File: src/rtl/instr_queue.sv
// In-order instruction queue between decode and reservation-station dispatch.
// Circular buffer with registered status flags, flush and a one-cycle push-to-head latency.

package tomasulo_types;
   typedef struct packed {
      logic [31:0] pc;
      logic [6:0]  opcode;
      logic [4:0]  rd;
      logic [4:0]  rs1;
      logic [4:0]  rs2;
   } ctl_word;
endpackage

module instr_queue #(
   parameter int DEPTH = 8
) (
   input  logic                      clk,
   input  logic                      rst,
   input  logic                      ld_iq,
   input  tomasulo_types::ctl_word   control_word_in,
   output logic                      iq_resp,
   input  logic                      flush,
   input  logic                      issue_ready,
   output logic                      issue_valid,
   output tomasulo_types::ctl_word   control_word_out,
   output logic                      full,
   output logic                      empty,
   output logic [$clog2(DEPTH):0]    count
);

   localparam int PW = $clog2(DEPTH);
   localparam int CW = PW + 1;

   tomasulo_types::ctl_word mem_r [DEPTH];

   logic [PW-1:0] head_r;
   logic [PW-1:0] tail_r;
   logic [CW-1:0] count_r;
   logic          full_r;
   logic          empty_r;

   logic          push_s;
   logic          pop_s;
   logic [PW-1:0] head_nxt_s;
   logic [PW-1:0] tail_nxt_s;
   logic [CW-1:0] count_nxt_s;

   // Push never looks at issue_ready, so a full queue cannot write through on a pop.
   always_comb begin
      push_s      = ld_iq & ~full_r & ~flush & ~rst;
      pop_s       = ~empty_r & issue_ready & ~flush & ~rst;
      head_nxt_s  = head_r;
      tail_nxt_s  = tail_r;
      count_nxt_s = count_r;
      if (push_s) begin
         tail_nxt_s = tail_r + PW'(1);
      end else begin
         tail_nxt_s = tail_r;
      end
      if (pop_s) begin
         head_nxt_s = head_r + PW'(1);
      end else begin
         head_nxt_s = head_r;
      end
      case ({push_s, pop_s})
         2'b10:   count_nxt_s = count_r + CW'(1);
         2'b01:   count_nxt_s = count_r - CW'(1);
         default: count_nxt_s = count_r;
      endcase
   end

   // Pointers, occupancy and flags; reset and flush both clear them identically.
   always_ff @(posedge clk) begin
      if (rst || flush) begin
         head_r  <= PW'(0);
         tail_r  <= PW'(0);
         count_r <= CW'(0);
         full_r  <= 1'b0;
         empty_r <= 1'b1;
      end else begin
         head_r  <= head_nxt_s;
         tail_r  <= tail_nxt_s;
         count_r <= count_nxt_s;
         full_r  <= (count_nxt_s == CW'(DEPTH));
         empty_r <= (count_nxt_s == CW'(0));
      end
   end

   // Entry storage is deliberately left uncleared by reset and flush.
   always_ff @(posedge clk) begin
      if (push_s) begin
         mem_r[tail_r] <= control_word_in;
      end
   end

   assign iq_resp          = push_s;
   assign issue_valid      = ~empty_r;
   assign control_word_out = mem_r[head_r];
   assign full             = full_r;
   assign empty            = empty_r;
   assign count            = count_r;

endmodule

File: config.mk
export PLATFORM = sky130hd
export DESIGN_NAME = instr_queue
export DESIGN_NICKNAME = d
export VERILOG_FILES = /design/src/rtl/instr_queue.sv
export SDC_FILE = /design/constraint.sdc
export NUM_CORES = 1
export LEC_CHECK = 0
export ABC_AREA = 1
export CORE_AREA = 2 2 207 209
export DETAILED_ROUTE_END_ITERATION = 12
export DIE_AREA = 0 0 209 211
export SKIP_LAST_GASP = 1
export SLEW_MARGIN = 20
export SYNTH_ARGS = -nofsm -noshare
export SYNTH_HDL_FRONTEND = slang
export SYNTH_SLANG_ARGS = --single-unit
File: constraint.sdc
create_clock -name clk -period 7.4 [get_ports clk]
set_clock_uncertainty 0.2 [all_clocks]
set_input_delay 1.11 -clock clk [delete_from_list [all_inputs] [get_ports clk]]
set_output_delay 1.11 -clock clk [all_outputs]
set_load 0.05 [all_outputs]
==> results by group <==
Yosys
  • Top-count cell post-synth: edfxtp_1
  • Synth top cells by count: 432 x edfxtp_1, 344 x nor2_1, 183 x nand2_1
  • Seq/Total Area, Yosys: 76.0%
  • Share of the synthesized area in the top cell type: 74.3%
  • Syn Std Cell Area: 17,500 um2
  • Synth Area in XOR/XNOR: 0.151%
  • Fraction of registers with async set/reset: 0%
  • Number of synthesized flops with an enable pin: 432
  • Mux contribution to synthesized area: 0%
  • Synth cell types: 22
  • Synthesized Nets: 1,390
  • Most common flop cell mapped by yosys: edfxtp_1
  • Post-synth top area cell: edfxtp_1
  • Mapped Cells: 1,326
  • Mean post-synth cell area: 13.2 um2
  • Main combinational cell family by area after synthesis: simple AND/OR/NAND/NOR gates
  • Main area contributors after synthesis: edfxtp_1 74%, nor2_1 7.4%, o32ai_1 5.4%
  • Adder-cell share of the synthesized area: 0.358%
  • Synthesis-stage register bit count: 447
  • Warnings from Yosys: 0
  • Compound-Gate Fraction of Synth Area: 8.90%
  • Post-Synth Simple-Gate Area: 11.6%

STA
  • Final worst path period share: 66.1%
  • Max Freq: 204 MHz
  • Setup slack after layout: 2.51 ns
  • Final min period: 4.89 ns
  • Relative slew slack: 27.8%
  • Max-slew violation count: 0
  • RSZ-0062 raised after global routing: no
  • Final setup vio count: 0
  • Setup TNS Final: 0 ns
  • Final hold viol count: 0
  • Slew @ Worst Pin: 1.08 ns

Route
  • DRC Markers: 0
  • Wire length per cell: 19.5 um
  • Post-Route WL: 39.0 mm
  • Post-DRT Antenna Nets: 0
  • DRT Pass-1 Iters: 6
  • Vias: 10,600
  • DR iter-0 viols: 798
  • Vias/cell: 5.32

CTS
  • Hold_buf cts: 0
  • CTS Root Cell: clkbuf_16
  • CTS sink count: 447
  • Clock latency on the worst-skew pair: 0.55 ns
  • # Post-CTS Setup Buffers: 0
  • CTS HTree Levels: 2
  • Clock Pin Slew Worst Setup and Hold Paths: 0.06 ns
  • Max clock buf depth: 3
  • CTS tree: yes
  • Post-CTS Resized: 0
  • Num CTS Buffers: 46

Floorplan
  • Die Height: 211 um
  • I/O pin cnt: 121
  • Core outline area: 41,800 um2
  • Initial Util: 41.8%
  • Die ar.: 44,100 um2
  • Rows: 75
  • Die Span X: 209 um

Min path
  • Hold_sp: head_r[0]
  • Cell depth of the worst hold path: 2
  • HP Class: register to register
  • WHS Endpoint: head_r[0]

Place
  • Post-place setup slack: 2.90 ns
  • Final GP Congestion: 0.698
  • Post-DP HPWL: 20.2 mm
  • Placed Area: 19,100 um2
  • IO Port Bufs: 120

Critical path
  • CP Capture Type: output port
  • Worst reg2reg endpoint: mem_r[2][29]
  • Reg2Reg Setup Slack: 4.32 ns
  • R2R cell count: 6
  • Cell mode on critical path: nand2_1
  • Worst path slowest cell: dfxtp_4
  • CP cell instances: buf_4 -> o21ai_0 -> o32ai_1 -> nand2_1 -> nand2_1 -> clkdlybuf4s50_1
  • Cell family with most CP delay: buffers and inverters
  • Critical R2R Launch: full
  • Buf/Inv on CP: 2
  • Critical path type: register to output port
  • WP data required: 6.09 ns
  • Critical path arrival: 3.58 ns
  • Critical path launch point type: register
  • Crit path max fanout: 71
  • Max incr delay on CP: 0.83 ns

Finish
  • Layout Nets: 1,494
  • Final Util: 49.0%
  • Area grow syn2layout: 17.2%
  • Fraction of layout cells with a size suffix above 1: 6.10%
  • Fill count: 3,608
  • Final design area excluding fillers: 20,400 um2

Pwr
  • Comb power frac: 3.9%
  • Sw Pwr: 1030 uW
  • Overall Power: 5080 uW
  • Flop pwr share: 55.1%
  • LEAKAGE: 0.00686 uW
  • Sw frac: 20.3%
  • Int Power: 4040 uW
  • Clk pwr share: 41.1%
  • Power density over cell area: 248 nW/um2
  • VDD IR max: 0.158 mV

Global routing
  • Tot GR Track Use: 17.7%
  • First-pass GRT wire length: 59.9 mm
  • Initial antenna violation count: 4
  • Largest net degree at the start of global routing: 189
  • Remaining Overflow, GRT: 0
  • Vias in the first global route: 10,700

Flow run
  • Max cap viols: 0

Status
  • Status: completed
[layout by cell type, fill, tap and decap left out]
cell               n
edfxtp_1         432
nor2_1           338
nand2_1          183
clkdlybuf4s50_1  120
o21ai_0          115
o32ai_1          108
clkbuf_16         47
inv_1             23
buf_4             17
dfxtp_1           12
clkbuf_1          11
clkinv_1           8
clkinv_2           8
nor2_4             6
a21oi_1            5
nand3_1            5
ha_1               5
nor3_2             2
xnor2_1            2
dfxtp_4            2
diode_2            1
clkinv_4           1
inv_2              1
or2_2              1
o211ai_1           1
xor2_1             1
dfxtp_2            1
inv_6              1
bufinv_16          1
buf_12             1
[metrics by stage]
step / std cells / hold slack, ns
finish: 1998 / 0.305
global route: 1997 / 0.351
CTS: 1997 / 0.310
detailed placement: 1921 / 0.301
global placement: 1921 / 0.295
floorplan: 1326 / 0.266
[power groups by stage]
stage	Combinational, uW	Clock [uW]	Sequential [uW]
floorplan	92.2	0	2850
global route	211	2240	2800
CTS	198	2140	2800
detailed placement	198	0	2850
finish	196	2090	2800
global placement	195	0	2850
[per-layer routing]
layer | vias to the layer above | wire [um] | track usage, % | share of wire (%)
li1 | 5028 | - | - | -
met1 | 5262 | 17300 | 23.3 | 44
met2 | 266 | 18700 | 29.6 | 48
met3 | 63 | 2100 | 3.39 | 5.4
met4 | 6 | 870 | 5.79 | 2.2
met5 | - | 37 | 0 | 0.095
[kinds of logic after synthesis]
family                     after synthesis
DFF                                    447
AOI/OAI and AO/OA                      229
and+or+nand+nor                        535
adders and majority gates                5
xor gates and xnor gates                 3
buffers and inverters                  107
[worst max path at each step]
stage | to | cells after the start | startpoint | slack (ns)
finish | control_word_out[52] | 6 | register | 2.51
global route | control_word_out[52] | 6 | register | 2.25
floorplan | mem_r[6][0] | 5 | rst | 0.90
detailed placement | mem_r[2][53] | 7 | rst | 2.90
global placement | mem_r[2][42] | 7 | rst | 2.90
CTS | control_word_out[52] | 6 | register | 2.47
[worst min-delay path: cells and delay by family (launching register included)]
family / cells / cell delay (ns)
buffers and inverters: 1 / 0.08
flip-flops: 1 / 0.32
AO/OA/AOI/OAI: 1 / 0.06
[registers in the layout (all words and copies together), names as in the netlist, named ones only]
name	count
mem_r	432
count	4
full	1
head_r	3
tail_r	3
empty	1
[area by class of cell]
cell class,count,area (um2),area share [%]
tap,539,674,3.30
inverter,25,98.8,0.483
sequential,447,13300,64.9
multi-input combinational,772,3720,18.2
timing repair buffer,138,1350,6.60
clock inverter,18,109,0.532
antenna,1,2.50,0.0122
clock buffer,58,1220,5.95
Note: power is estimated with default switching activity, not from simulation.
